==> src/rtl/detect_round_ctrl.sv <==
// Round controller for a three-way first-to-respond detector: arms on start,
// rejects false starts, latches the first riser (a>b>c), holds it, or times out.
module detect_round_ctrl #(
    parameter int TIMEOUT_CYCLES = 1000,
    parameter int HOLD_CYCLES    = 16
) (
    input  logic       clk,
    input  logic       rst,
    input  logic       start,
    input  logic       abort,
    input  logic       a,
    input  logic       b,
    input  logic       c,
    output logic [2:0] y,
    output logic       busy,
    output logic       tie,
    output logic       timeout,
    output logic       done,
    output logic [3:0] wins_a,
    output logic [3:0] wins_b,
    output logic [3:0] wins_c
);

    localparam logic [1:0] S_IDLE = 2'd0;
    localparam logic [1:0] S_ARM  = 2'd1;
    localparam logic [1:0] S_WAIT = 2'd2;
    localparam logic [1:0] S_HOLD = 2'd3;

    localparam logic [15:0] TLAST = 16'(TIMEOUT_CYCLES - 1);
    localparam logic [7:0]  HLAST = 8'(HOLD_CYCLES - 1);

    logic [1:0]  state;
    logic [15:0] tcnt;
    logic [7:0]  hcnt;

    logic       any_in;
    logic       multi_in;
    logic [2:0] winner;

    assign any_in   = a | b | c;
    assign multi_in = (a & b) | (a & c) | (b & c);
    assign winner   = a ? 3'b001 : (b ? 3'b010 : 3'b100);
    assign busy     = (state != S_IDLE);

    // Win counters stick at 15 so a long session never wraps back to a small score.
    function automatic logic [3:0] sat_inc(input logic [3:0] v);
        return (v == 4'd15) ? v : v + 4'd1;
    endfunction

    always_ff @(posedge clk) begin
        if (!rst) begin
            state   <= S_IDLE;
            y       <= 3'b000;
            tie     <= 1'b0;
            timeout <= 1'b0;
            done    <= 1'b0;
            wins_a  <= 4'd0;
            wins_b  <= 4'd0;
            wins_c  <= 4'd0;
            tcnt    <= 16'd0;
            hcnt    <= 8'd0;
        end else begin
            done <= 1'b0;
            if (abort) begin
                state <= S_IDLE;
                y     <= 3'b000;
                tie   <= 1'b0;
            end else begin
                case (state)
                    S_IDLE: begin
                        if (start) begin
                            state   <= S_ARM;
                            y       <= 3'b000;
                            tie     <= 1'b0;
                            timeout <= 1'b0;
                            tcnt    <= 16'd0;
                        end
                    end
                    S_ARM: begin
                        // Any input still high is a false start; wait for a clean all-low cycle.
                        if (!any_in) begin
                            state <= S_WAIT;
                            tcnt  <= 16'd0;
                        end
                    end
                    S_WAIT: begin
                        if (any_in) begin
                            state <= S_HOLD;
                            hcnt  <= 8'd0;
                            y     <= winner;
                            tie   <= multi_in;
                            if (a)      wins_a <= sat_inc(wins_a);
                            else if (b) wins_b <= sat_inc(wins_b);
                            else        wins_c <= sat_inc(wins_c);
                        end else if (tcnt == TLAST) begin
                            state   <= S_IDLE;
                            timeout <= 1'b1;
                            done    <= 1'b1;
                            y       <= 3'b000;
                        end else begin
                            tcnt <= tcnt + 16'd1;
                        end
                    end
                    S_HOLD: begin
                        if (hcnt == HLAST) begin
                            state <= S_IDLE;
                            done  <= 1'b1;
                        end else begin
                            hcnt <= hcnt + 8'd1;
                        end
                    end
                    default: state <= S_IDLE;
                endcase
            end
        end
    end

endmodule

==> config.mk <==
export PLATFORM = sky130hd
export DESIGN_NAME = detect_round_ctrl
export DESIGN_NICKNAME = d
export VERILOG_FILES = /design/src/rtl/detect_round_ctrl.sv
export SDC_FILE = /design/constraint.sdc
export NUM_CORES = 1
export LEC_CHECK = 0
export CORE_AREA = 2 2 66 68
export DETAILED_ROUTE_END_ITERATION = 12
export DIE_AREA = 0 0 68 70
export PLACE_DENSITY = 0.78
export SLEW_MARGIN = 0
export SYNTH_ARGS = -nofsm -noshare
export SYNTH_HDL_FRONTEND = slang
export SYNTH_SLANG_ARGS = --single-unit
==> constraint.sdc <==
create_clock -name clk -period 4.19 [get_ports clk]
set_input_delay 0.419 -clock clk [delete_from_list [all_inputs] [get_ports clk]]
set_output_delay 0.419 -clock clk [all_outputs]
set_load 0.005 [all_outputs]
==> results.md <==
- Dividing the detail-routed via count by the number of cells gives 6.10.
- The endpoint type of the worst setup path is a flop.
- Dividing the detail-routed wire length by the instance count gives 14.6 um.
- The post-synthesis share of cell area spent on xor and xnor gates is 0.0378.
- In this run, synthesis inferred 0 flip-flops with an integrated enable.
- The nature of the critical path startpoint is an input pin.
- The remaining number of nets flagged by the antenna check after routing is 0.
- In the post-synthesis netlist, the biggest area contributors are sky130_fd_sc_hd__dfxtp_1 (38%), sky130_fd_sc_hd__nor2_1 (6.3%), sky130_fd_sc_hd__nand3_1 (4.3%), sky130_fd_sc_hd__a21oi_1 (3.7%), sky130_fd_sc_hd__nand2_1 (3.4%).
- The total I/O pin count is 26.
- The post-synthesis compound-gate area fraction is 0.179.
- The number of global-route vias before repair is 1905.
- The count of buffers added on input and output ports is 25.
- In the finished design, the share of the clock period the worst path needs comes to 0.596.
- The number of vias in the routed layout is 2124.
- For the worst-skew pair, the clock arrives at the later sink with an insertion delay of 0.30 ns.
- The final standard cell utilization of the core is 0.633.
- The flow ran to the end, and the final reports show no timing, DRC or antenna violations.
- The vertical die dimension is 70 um.
- The number of standard cells in the final layout excluding fillers is 348.
- Measured against the total synthesized area, the mux share comes to 0.0264.
- The leakage power total is 0.844 nW.
- The average cell area after synthesis is 8.31 um^2.
- The number of standard-cell rows in the floorplan is 24.
- The first detailed-routing pass ran for 4 iterations.
- The number of antenna violations at the first check in global routing is 0.
- After clock tree synthesis, the flow added hold-fix buffers numbering 0.
- The core region is 4140 um^2.
- The number of fill cells in the layout is 370.
- The pin slew with the least headroom to its limit is 0.900 ns.
- At the worst endpoint, the required time is 4.41 ns.
- The largest net degree at the start of global routing is 29.
- Headroom to the max-slew limit came out at 0.390.
- The initial cell density of the core is 0.559.
- On the final layout, the worst hold slack is 0.485 ns.
- The overall die width is 68 um.
- Once the clock tree was built, the setup fixing pass inserted 0 buffers.
- The highest ir drop seen on vdd is 0.204 mV.
- The placer's final routability congestion estimate is 0.951.
- Setup violations remaining at the end of the flow were counted as 0.
- The post-synthesis cell area is 2320 um^2.
- The library cell used as clock root buffer is sky130_fd_sc_hd__clkbuf_8.
- The largest clock skew in the final design is 0.00434 ns.
- Across every metal layer, demand over resource in global routing totals 0.237.
- The final count of hold timing violations is 0.
- The clock transition at the registers of the reported paths is 0.08 ns.
- The first routing iteration left 148 violations.
- The die covers 4760 um^2.
- Relative to the synthesized area, the layout overhead comes to 13.2%.
- The number of placed instances, taps included, is 340.
- The type of the setup path with the least slack is in -> reg.
- The data arrival time at the worst-slack endpoint is 2.72 ns.
- For the final routed database, the setup TNS stands at 0 ns.
- The smallest clock period supported by the final layout is computed as 2.50 ns.
- The main flop type after synthesis is sky130_fd_sc_hd__dfxtp_1.
- The number of cells produced by synthesis is 279.
- After legalization and detailed placement, the total HPWL measured 3580 um.
- By count the netlist is led by sky130_fd_sc_hd__dfxtp_1 (44), sky130_fd_sc_hd__nor2_1 (39), sky130_fd_sc_hd__nand2_1 (21), sky130_fd_sc_hd__nand3_1 (20), sky130_fd_sc_hd__a21oi_1 (17).
- Setup repair after global routing left no endpoint under its margin.
- Gates resized during post-CTS repair numbered 0.
- The peak clock frequency supported by timing is 0.401 GHz.
- In this run, CTS created clock tree buffers numbering 5.
- The number of different library cells in the post-synthesis netlist is 58.
- The clock tree synthesis step divided the H-tree into 2 levels.
- The clock tree buffer depth is 2.
- The path category of the worst min-delay check is reg -> reg.
- TritonCTS built the clock tree.
- The total inserted antenna cells is 0.
- During synthesis, Yosys emitted a total of 0 warnings.
- The power density over cell area is 280 nW/um^2.
- The arithmetic-cell share of the synthesized area counting full adders, half adders and majority gates is 0.0313.
- In the routed design, unresolved DRC markers number 0.
- The share of final-layout standard cells stronger than drive strength 1 is 0.0743.
- Of the total synthesized cell area, the portion taken by AND, OR, NAND and NOR gates is 0.291.
- The tool flagged a number of max-cap violations equal to 0.
- The number of sinks handled by clock tree synthesis is 44.
- The residual overflow from global routing is 0.
- After synthesis, the share of flip-flops with an asynchronous set or reset is 0.
- The number of nets produced by synthesis is 291.
- The most used standard cell by instance count after synthesis is sky130_fd_sc_hd__dfxtp_1.
- The total count of max-transition violations in the final report is 0.
- The count of nets after finishing is 307.
- The area fraction of the dominant cell type after synthesis is 0.380.
- By area, the combinational part of the netlist is dominated by simple AND/OR/NAND/NOR gates.
- Wires add up to 5100 um.
- In this run, synthesis produced a sequential element count of 44.
- The dominant cell type by area after synthesis is sky130_fd_sc_hd__dfxtp_1.
- The share of the yosys chip area belonging to registers is 0.380.
- The first-pass GRT wire length is 8680 um.
- Of all nets on the critical path, the largest fanout is 11.
==> stage by stage <==
step / worst slack [ns] / power (mW) / cell area (um^2)
after global placement: 1.42 / 0.465 / 2530
after global routing: 1.49 / 0.767 / 2630
final: 1.69 / 0.736 / 2630
after detailed placement: 1.42 / 0.465 / 2530
after floorplan: 2.23 / 0.455 / 2320
after CTS: 1.73 / 0.744 / 2630
==> cell type report <==
| class | instances | area [um^2] | share of cell area |
|---|---|---|---|
| multi-input combinational | 214 | 1310 | 0.500 |
| tap | 52 | 65.1 | 0.0248 |
| clock buffer | 6 | 82.6 | 0.0315 |
| inverter | 5 | 18.8 | 0.00715 |
| clock inverter | 2 | 15.0 | 0.00572 |
| timing repair buffer | 25 | 250 | 0.0953 |
| sequential | 44 | 881 | 0.336 |
==> registers in the layout, indices dropped and copies added (netlist names), 2 cells and up <==
signal,count
wins_c,4
wins_b,4
wins_a,4
state,2
hcnt,8
y,3
tcnt,16
==> worst paths after layout <==
kind	from	to	slack, ns	depth (start not counted)
hold reg to reg	tcnt[1]	tcnt[1]	0.48	2
setup reg to reg	state[1]	tcnt[9]	1.85	5
setup / recovery	b	tcnt[14]	1.69	6
hold / removal	tcnt[1]	tcnt[1]	0.48	2
==> kinds of logic after synthesis <==
group / after synthesis
DFF: 44
AOI/OAI and AO/OA: 62
adders and majority gates: 6
xor gates and xnor gates: 10
muxes: 6
and+or+nand+nor: 130
buffers and inverters: 21
==> cells in the final DEF, fill, tap and decap left out, types with 5 or more instances in the layout <==
cell	instances
sky130_fd_sc_hd__nand3_1	20
sky130_fd_sc_hd__nor3_1	10
sky130_fd_sc_hd__dfxtp_1	44
sky130_fd_sc_hd__or3_1	5
sky130_fd_sc_hd__xor2_1	7
sky130_fd_sc_hd__mux2i_1	5
sky130_fd_sc_hd__clkdlybuf4s50_1	25
sky130_fd_sc_hd__a31oi_1	5
sky130_fd_sc_hd__nand2_1	21
sky130_fd_sc_hd__ha_1	5
sky130_fd_sc_hd__a21oi_1	17
sky130_fd_sc_hd__clkbuf_8	6
sky130_fd_sc_hd__nor2_1	39
sky130_fd_sc_hd__o21ai_0	12
sky130_fd_sc_hd__nand4_1	9
==> report_power, final <==
part	switching [mW]	leakage [nW]	internal, mW
clock	0.147	0.0434	0.133
combinational	0.0232	0.446	0.0123
sequential	0.00190	0.354	0.418
total	0.172	0.844	0.564
==> per-layer routing <==
| metal | track usage | routed length, um | share of wire |
|---|---|---|---|
| met1 | 0.333 | 2470 | 0.48 |
| met2 | 0.353 | 2320 | 0.45 |
| met3 | 0.0531 | 225 | 0.044 |
| met5 | 0 | 0 | 0 |
| met4 | 0.0867 | 85 | 0.017 |
==> critical path: stages <==
cell                              delay [ns]
sky130_fd_sc_hd__clkdlybuf4s50_1        0.71
sky130_fd_sc_hd__nor4b_1                0.16
sky130_fd_sc_hd__o311ai_1               0.80
sky130_fd_sc_hd__a21o_1                 0.34
sky130_fd_sc_hd__a21oi_2                0.06
sky130_fd_sc_hd__a211oi_2               0.23
Note: power is estimated with default switching activity, not from simulation.
